### src/rtl/mole_field_scorer.sv
// Whack-a-mole field: N_MOLES independent rise/up/fall moles sharing step strobes,
// with saturating BCD totals of scored hits and started rises.
module mole_field_scorer #(
  parameter int N_MOLES    = 8,
  parameter int HW         = 5,
  parameter int H_MAX      = 20,
  parameter int WAIT_TICKS = 4,
  parameter int DIGITS     = 4
) (
  input  logic                    CLOCK_50,
  input  logic                    reset,
  input  logic                    rl_tick,
  input  logic                    wait_tick,
  input  logic [N_MOLES-1:0]      go,
  input  logic [N_MOLES-1:0]      mole_hit,
  output logic [N_MOLES*HW-1:0]   Mheight,
  output logic [N_MOLES-1:0]      hiding,
  output logic [4*DIGITS-1:0]     totalScore,
  output logic [4*DIGITS-1:0]     totalRise,
  output logic                    score_sat,
  output logic                    rise_sat,
  output logic [2*N_MOLES-1:0]    mole_state
);

  localparam int CW = $clog2(N_MOLES + 1);
  localparam logic [HW-1:0] H_TOP = HW'(H_MAX);
  localparam logic [7:0] WAIT_LAST = 8'(WAIT_TICKS - 1);
  localparam logic [4*DIGITS-1:0] ALL_NINES = {DIGITS{4'h9}};

  typedef enum logic [1:0] {
    HIDE = 2'd0,
    RISE = 2'd1,
    UP   = 2'd2,
    FALL = 2'd3
  } state_t;

  state_t          state_q  [N_MOLES];
  state_t          state_d  [N_MOLES];
  logic [HW-1:0]   height_q [N_MOLES];
  logic [HW-1:0]   height_d [N_MOLES];
  logic [7:0]      wait_q   [N_MOLES];
  logic [7:0]      wait_d   [N_MOLES];
  logic [N_MOLES-1:0] scored_q, scored_d;
  logic [N_MOLES-1:0] hit_prev_q, hit_edge, hit_ok, rise_start;
  logic [N_MOLES-1:0] hiding_q, hiding_d;
  logic [CW-1:0]      score_inc, rise_inc;
  logic [4*DIGITS:0]  score_sum, rise_sum;

  function automatic logic [CW-1:0] popcnt(input logic [N_MOLES-1:0] v);
    logic [CW-1:0] c;
    c = '0;
    for (int i = 0; i < N_MOLES; i++) c = c + CW'(v[i]);
    return c;
  endfunction

  // Ripple decimal add of a small binary increment; MSB of the result is the carry out.
  function automatic logic [4*DIGITS:0] bcd_add(input logic [4*DIGITS-1:0] a,
                                                 input logic [CW-1:0] inc);
    logic [4*DIGITS-1:0] r;
    int carry;
    int s;
    r = a;
    carry = int'(inc);
    for (int d = 0; d < DIGITS; d++) begin
      s = int'(a[4*d +: 4]) + carry;
      r[4*d +: 4] = 4'(s % 10);
      carry = s / 10;
    end
    return {carry != 0, r};
  endfunction

  always_comb begin
    hit_edge = mole_hit & ~hit_prev_q;
    for (int i = 0; i < N_MOLES; i++) begin
      state_d[i]    = state_q[i];
      height_d[i]   = height_q[i];
      wait_d[i]     = wait_q[i];
      scored_d[i]   = scored_q[i];
      rise_start[i] = 1'b0;
      hit_ok[i]     = hit_edge[i] && (state_q[i] != HIDE) && !scored_q[i];
      if (hit_ok[i]) scored_d[i] = 1'b1;
      case (state_q[i])
        HIDE: begin
          height_d[i] = '0;
          wait_d[i]   = '0;
          scored_d[i] = 1'b0;
          if (go[i]) begin
            state_d[i]    = RISE;
            rise_start[i] = 1'b1;
          end
        end
        RISE: begin
          // The height step still lands when a hit arrives in the same cycle.
          if (rl_tick && height_q[i] < H_TOP) height_d[i] = height_q[i] + 1'b1;
          if (hit_ok[i]) begin
            state_d[i] = FALL;
          end else if (rl_tick && height_q[i] >= H_TOP - 1'b1) begin
            state_d[i] = UP;
            wait_d[i]  = '0;
          end
        end
        UP: begin
          if (hit_ok[i]) begin
            state_d[i] = FALL;
          end else if (wait_tick) begin
            if (wait_q[i] == WAIT_LAST) state_d[i] = FALL;
            else wait_d[i] = wait_q[i] + 1'b1;
          end
        end
        FALL: begin
          // A hit in FALL freezes the height for that cycle.
          if (!hit_ok[i] && rl_tick) begin
            if (height_q[i] <= 1) begin
              height_d[i] = '0;
              state_d[i]  = HIDE;
            end else begin
              height_d[i] = height_q[i] - 1'b1;
            end
          end
        end
        default: state_d[i] = HIDE;
      endcase
      hiding_d[i] = (state_d[i] == HIDE);
    end
    score_inc = popcnt(hit_ok);
    rise_inc  = popcnt(rise_start);
    score_sum = bcd_add(totalScore, score_inc);
    rise_sum  = bcd_add(totalRise, rise_inc);
  end

  always_ff @(posedge CLOCK_50 or posedge reset) begin
    if (reset) begin
      for (int i = 0; i < N_MOLES; i++) begin
        state_q[i]  <= HIDE;
        height_q[i] <= '0;
        wait_q[i]   <= '0;
      end
      scored_q   <= '0;
      hit_prev_q <= '0;
      hiding_q   <= '1;
      totalScore <= '0;
      totalRise  <= '0;
      score_sat  <= 1'b0;
      rise_sat   <= 1'b0;
    end else begin
      for (int i = 0; i < N_MOLES; i++) begin
        state_q[i]  <= state_d[i];
        height_q[i] <= height_d[i];
        wait_q[i]   <= wait_d[i];
      end
      scored_q   <= scored_d;
      hit_prev_q <= mole_hit;
      hiding_q   <= hiding_d;
      if (score_sum[4*DIGITS]) begin
        totalScore <= ALL_NINES;
        score_sat  <= 1'b1;
      end else begin
        totalScore <= score_sum[4*DIGITS-1:0];
      end
      if (rise_sum[4*DIGITS]) begin
        totalRise <= ALL_NINES;
        rise_sat  <= 1'b1;
      end else begin
        totalRise <= rise_sum[4*DIGITS-1:0];
      end
    end
  end

  always_comb begin
    for (int i = 0; i < N_MOLES; i++) begin
      Mheight[i*HW +: HW] = height_q[i];
      mole_state[2*i +: 2] = state_q[i];
    end
  end

  assign hiding = hiding_q;

endmodule
### config.mk
export PLATFORM = sky130hd
export DESIGN_NAME = mole_field_scorer
export DESIGN_NICKNAME = d
export VERILOG_FILES = /design/src/rtl/mole_field_scorer.sv
export SDC_FILE = /design/constraint.sdc
export NUM_CORES = 1
export LEC_CHECK = 0
export CAP_MARGIN = 20
export CORE_MARGIN = 2
export CORE_UTILIZATION = 55
export CTS_CLUSTER_SIZE = 30
export DETAILED_ROUTE_END_ITERATION = 10
export HOLD_SLACK_MARGIN = 0.06
export PLACE_DENSITY = 0.77
export REMOVE_ABC_BUFFERS = 1
export SYNTH_ARGS = -nofsm -noshare
export SYNTH_HDL_FRONTEND = slang
export SYNTH_SLANG_ARGS = --single-unit
### constraint.sdc
create_clock -name CLOCK_50 -period 11.6 [get_ports CLOCK_50]
set_input_delay 1.74 -clock CLOCK_50 [delete_from_list [all_inputs] [get_ports CLOCK_50]]
set_output_delay 1.74 -clock CLOCK_50 [all_outputs]
set_load 0.05 [all_outputs]
### Word-level counts from Yosys, hierarchy flattened

Index checks and enable logic that the tools add are counted.
W data, S select, Z words.

* register bits: 178
* bits of input ports: 20
* output and inout bits: 98
* logic and storage cells: 522

* add/subtract/negate cells: 46
* div/mod/pow operators: 16
* order comparisons: 24
* eq/ne operators: 88
* muxes and demuxes: 186
* bitwise gates (word level): 2
* reductions and logical operators: 122

Operators with widths (count)
* $mux W8: 40
* $div A32 B5 Y32 const B: 8
* $mod A32 B5 Y32 const B: 8
* $add A5 B32 Y32: 6
* $pmux W8 S3: 8
* $mux W2: 64
* $mux W5: 24
* $pmux W5 S3: 8
* $ne A2 B2 Y1 const B: 56
* $add A8 B1 Y8 const B: 8
* $eq A8 B2 Y1 const B: 8
* $pmux W2 S4: 8
* $reduce_bool A32 Y1: 2
* $reduce_and A6 Y1: 8
* $reduce_bool A3 Y1: 16
* $add A5 B1 Y5 const B: 8
* $ge A5 B5 Y1 const B: 8
* $le A5 B1 Y1 const B: 8
* $logic_and A1 B1 Y1: 40
* $lt A5 B5 Y1 const B: 8
* $sub A5 B1 Y5 const B: 8
* $add A4 B1 Y4: 8
* $eq A2 B2 Y1 const B: 16
* $logic_not A2 Y1: 16
* other kinds (12): 92

### Logic depth before layout (Yosys ltp)

* depth in word-level cells: 21
* gate-level depth with buffers: 53
* mapped depth without buffers: 50

### Worst setup path before layout

Ideal clock, no wire load.

* kind: input -> register
* from: input go[0]
* to: register totalRise[3]
* setup time: 0.079 ns
* arrival time: 11.470 ns
* data required time: 11.521 ns
* path slack: 0.051 ns
* stages: 47
* buffers on the path: 3
* path through: and2_1 > fa_1 > inv_1 > fa_1 > inv_1 > fa_1 > inv_1 > fa_1 > fa_1 > xor2_1 > nand3_1 > o21ai_0 > a311oi_1 > ha_1 > nand2b_1 > a311o_1 > o21ai_1 > nand2_1 > [... 11 more ...] > fa_1 > clkbuf_1 > nor2_1 > a22oi_1 > ha_1 > or3b_1 > mux2i_1 > a211oi_1 > ha_1 > inv_1 > fa_1 > nand2_1 > a21oi_1 > a41o_1 > nor2_1 > clkbuf_1 > nor2_1 > mux2i_1

* word-level cells in the longest chain between the ends: 19
* elaborated cells between the ends (all ways): 20
* those cells by class: add/sub: 11; div: 5; mux: 3; reduce/logical: 1

Ends and longest elaborated chain
* from (decl): RTL line 14 `input logic [N_MOLES-1:0] go,`
* $mux W1 *: RTL line 87 `if (go[i]) begin`
* $mux W1 *: RTL line 82 `case (state_q[i])`
* $add A1 B1 Y2 *: RTL line 52 `for (int i = 0; i < N_MOLES; i++) c = c + CW'(v[i]);`
* $add A2 B1 Y3 *: RTL line 52
* $add A3 B1 Y4 *: RTL line 52
* $add A4 B1 Y4 * (4 in a row): RTL line 52
* $add A4 B4 Y5 *: RTL line 65 `s = int'(a[4*d +: 4]) + carry;`
* $div A32 B5 Y32: RTL line 67 `carry = s / 10;`
* $add A5 B32 Y32: RTL line 65
* $div A32 B5 Y32: RTL line 67
* $add A5 B32 Y32: RTL line 65
* $div A32 B5 Y32: RTL line 67
* $add A5 B32 Y32: RTL line 65
* $div A32 B5 Y32: RTL line 67
* $reduce_bool A32 Y1: RTL line 69 `return {carry != 0, r};`
* $mux W16 *: RTL line 160 `if (rise_sum[4*DIGITS]) begin`
* to (signal assigned): RTL line 164 `totalRise <= rise_sum[4*DIGITS-1:0];`
* to (decl): RTL line 19 `output logic [4*DIGITS-1:0] totalRise,`

Every way passes the cells marked *; elsewhere a longest branch is shown, timed or not.
A chain may end at the register's enable or synchronous reset.

### Worst setup path in the final report

* from: input go[2]
* to: register totalRise[1]

* word-level cells in the longest chain between the ends: 18
* elaborated cells between the ends (all ways): 19
* those cells by class: add/sub: 10; div: 5; mux: 3; reduce/logical: 1

Ends and longest elaborated chain (RTL line)
* $mux W1 *: 87
* $mux W1 *: 82
* $add A2 B1 Y3 *: 52
* $add A3 B1 Y4 *: 52
* $add A4 B1 Y4 * (4 in a row): 52
* $add A4 B4 Y5 *: 65
* $div A32 B5 Y32: 67
* $add A5 B32 Y32: 65
* $div A32 B5 Y32: 67
* $add A5 B32 Y32: 65
* $div A32 B5 Y32: 67
* $add A5 B32 Y32: 65
* $div A32 B5 Y32: 67
* $reduce_bool A32 Y1: 69
* $mux W16 *: 160

Marked as above.

==> results_dict.tcl <==
set metrics [dict create \
    htreeDepth 4 \
    synth_top_area_share_pct 35.0 \
    cp.required_ns 11.91 \
    ys_seq_elements 178 \
    stdcell_area_mm2 0.0143 \
    final_net_count 1631 \
    fin_util_pct 65.7 \
    power.density_mw_per_mm2 313 \
    relSlewSlack_pct 41.0 \
    ys.flop_type "dfrtp_1" \
    maxCapViolCount 0 \
    hold_slack_ns 0.479 \
    syn_inst 1416 \
    cpMostUsedCell "inv_1" \
    fillers 1780 \
    cp-start-kind "input port" \
    irDropWorstVdd_mv 0.247 \
    core_area_mm2 0.0218 \
    clock-sinks 178 \
    numCtsBuffers 17 \
    rows 54 \
    rsz0062_at_grt "no" \
    crit_slowest_cell "fa_1" \
    drc 0 \
    synth.distinct_cells 90 \
    path_max_fanout 6 \
    synth_edf_count 0 \
    synth_top_cell_by_area "dfrtp_1" \
    detailed_place_hpwl_um 20100 \
    post-route-min-period_ns 11.04 \
    clockBufferDepth 2 \
    fin_setup_tns_ns 0 \
    netlist_area_mm2 0.0121 \
    path_class "in -> reg" \
    via_per_inst 5.89 \
    setup_viol 0 \
    holdCritPathClass "reg -> reg" \
    dpl-instance-area_mm2 0.0136 \
    cts_root_buf "clkbuf_16" \
    antenna_found_initial 0 \
    port_buffers 117 \
    avgRoutedWirePerCell_um 15.6 \
    layout_commonest_cell "dfrtp_1" \
    max_stage_delay_ns 0.59 \
    via_count 10740 \
    drive_above_1_share_pct 8.30 \
    finalCritPeriodShare_pct 95.2 \
    synth-seq-area-share_pct 36.8 \
    grt_pass1_wl_um 48400 \
    syn_area_per_cell_um2 8.57 \
    drt_iter0_drc 743 \
    insertion_delay_ns 0.44 \
    first_global_vias 10080 \
    max_freq_mhz 90.5 \
    area_delta_synth_final_pct 17.7 \
    first_pass_iters 5 \
    layout_common_cells "170 x dfrtp_1, 131 x nor2_1, 130 x nand2_1" \
    clock_skew_ns 0.0117 \
    grt.total_usage_pct 24.7 \
    chipWidth_um 153 \
    cts_tree "done" \
    final_antenna_net_count 0 \
    grt_max_degree 72 \
    crit_path_end_kind "flop" \
    die-height_um 153 \
    initial_core_util_pct 55.8 \
    ios 118 \
    gr-total-overflow 0 \
    synthArstFlopShare_pct 100 \
    synth_area_leaders "dfrtp_1 35%, ha_1 6.7%, nor2_1 4.1%" \
    status "complete, no violations" \
    dieArea_mm2 0.0233 \
    drt_wl_total_um 28400 \
    cp.arrival_ns 11.35 \
    path_clk_slew_ns 0.07 \
    n_antenna_cell 0 \
    power_leakage_nw 6.31 \
    hold_viol 0 \
    slew_violations 0 \
    place_congestion 0.862 \
    tightest_slew_ns 0.885 \
    yosysWarnings 0 \
]
## worst max-delay path, delay by kind of cell
kind            cells  cell delay [ns]
compound gates     11             1.53
fa+ha+maj          14             4.86
buf+inv            10             1.25
mux                 2             0.30
simple gates       11             1.67
## final cells by class
cell class / instances / area [um^2] / share of cell area, %
clock inverter: 11 / 105 / 0.736
tap: 280 / 350 / 2.45
inverter: 93 / 357 / 2.50
clock buffer: 21 / 450 / 3.15
sequential: 178 / 4460 / 31.3
timing repair buffer: 152 / 1430 / 10.0
multi-input combinational: 1088 / 7120 / 49.9
## report_power, final
group,leakage (nW),internal (mW),switching [mW]
sequential,2.26,0.823,0.335
combinational,3.80,1.09,1.67
clock,0.260,0.303,0.247
total,6.31,2.22,2.25
## logic make-up after synthesis
| family | share of synthesized area (%) |
|---|---|
| buffers and inverters | 5.03 |
| muxes | 1.31 |
| DFF | 36.8 |
| and+or+nand+nor | 22.2 |
| AOI/OAI and AO/OA | 22.2 |
| xor gates and xnor gates | 3.17 |
| adders and majority gates | 9.34 |
## stage by stage
stage          instances  worst slack (ns)  power (mW)
6_report            1823             0.555        4.47
5_1_grt             1823            0.0426        4.83
4_1_cts             1819            0.0358        4.43
3_5_place_dp        1787            -0.372        3.85
3_3_place_gp        1787            0.0690        3.78
2_1_floorplan       1359             0.109        3.05
## repair_timing
action                                  in CTS  in global routing
endpoints found under the setup margin       1                 20
resized for setup                            1                 17
setup buffers                                0                  4
hold buffers                                 0                  0
pin swaps                                    0                  5
## flip-flops by register name, summed over array words and instances, names as in the netlist
name and flops:
scored_q 8, totalRise 16, totalScore 16, hiding 8, wait_q 64, rise_sat 1
mole_state 16, score_sat 1, hit_prev_q 8, Mheight 40
## final timing paths
path / endpoint / slack, ns / startpoint / depth (start not counted)
max: totalRise[1] / 0.56 / go[2] / 48
min: score_sat / 0.48 / score_sat / 1
max reg2reg: totalRise[1] / 1.42 / mole_state[1] / 48
min reg2reg: score_sat / 0.48 / score_sat / 1
max in group asynchronous: wait_q[48] / 7.93 / reset / 4
min in group asynchronous: wait_q[13] / 1.70 / reset / 2
## metal layers
layer  global-route usage, %  wire length, um  vias to the layer above
met1                    34.5            13300                     5138
met3                    4.98             1580                       33
li1                        -                -                     5307
met2                    39.1            13000                      262
met5                       0                0                        -
met4                    7.58              491                        0
## synth_stat cells (15+ instances only)
library cell  number
o21ai_1           39
xor2_1            28
nand2b_1          28
nor2b_1           36
o31ai_1           20
a21oi_1           93
o21ai_0           84
buf_2             15
fa_1              16
and3_1            18
a31oi_1           25
xnor2_1           16
clkbuf_1          34
dfrtp_1          170
nor2_1           132
ha_1              65
inv_1             87
or2_1             15
nand3_1           52
nand2_1          130
nor3_1            35
Note: power is estimated with default switching activity, not from simulation.
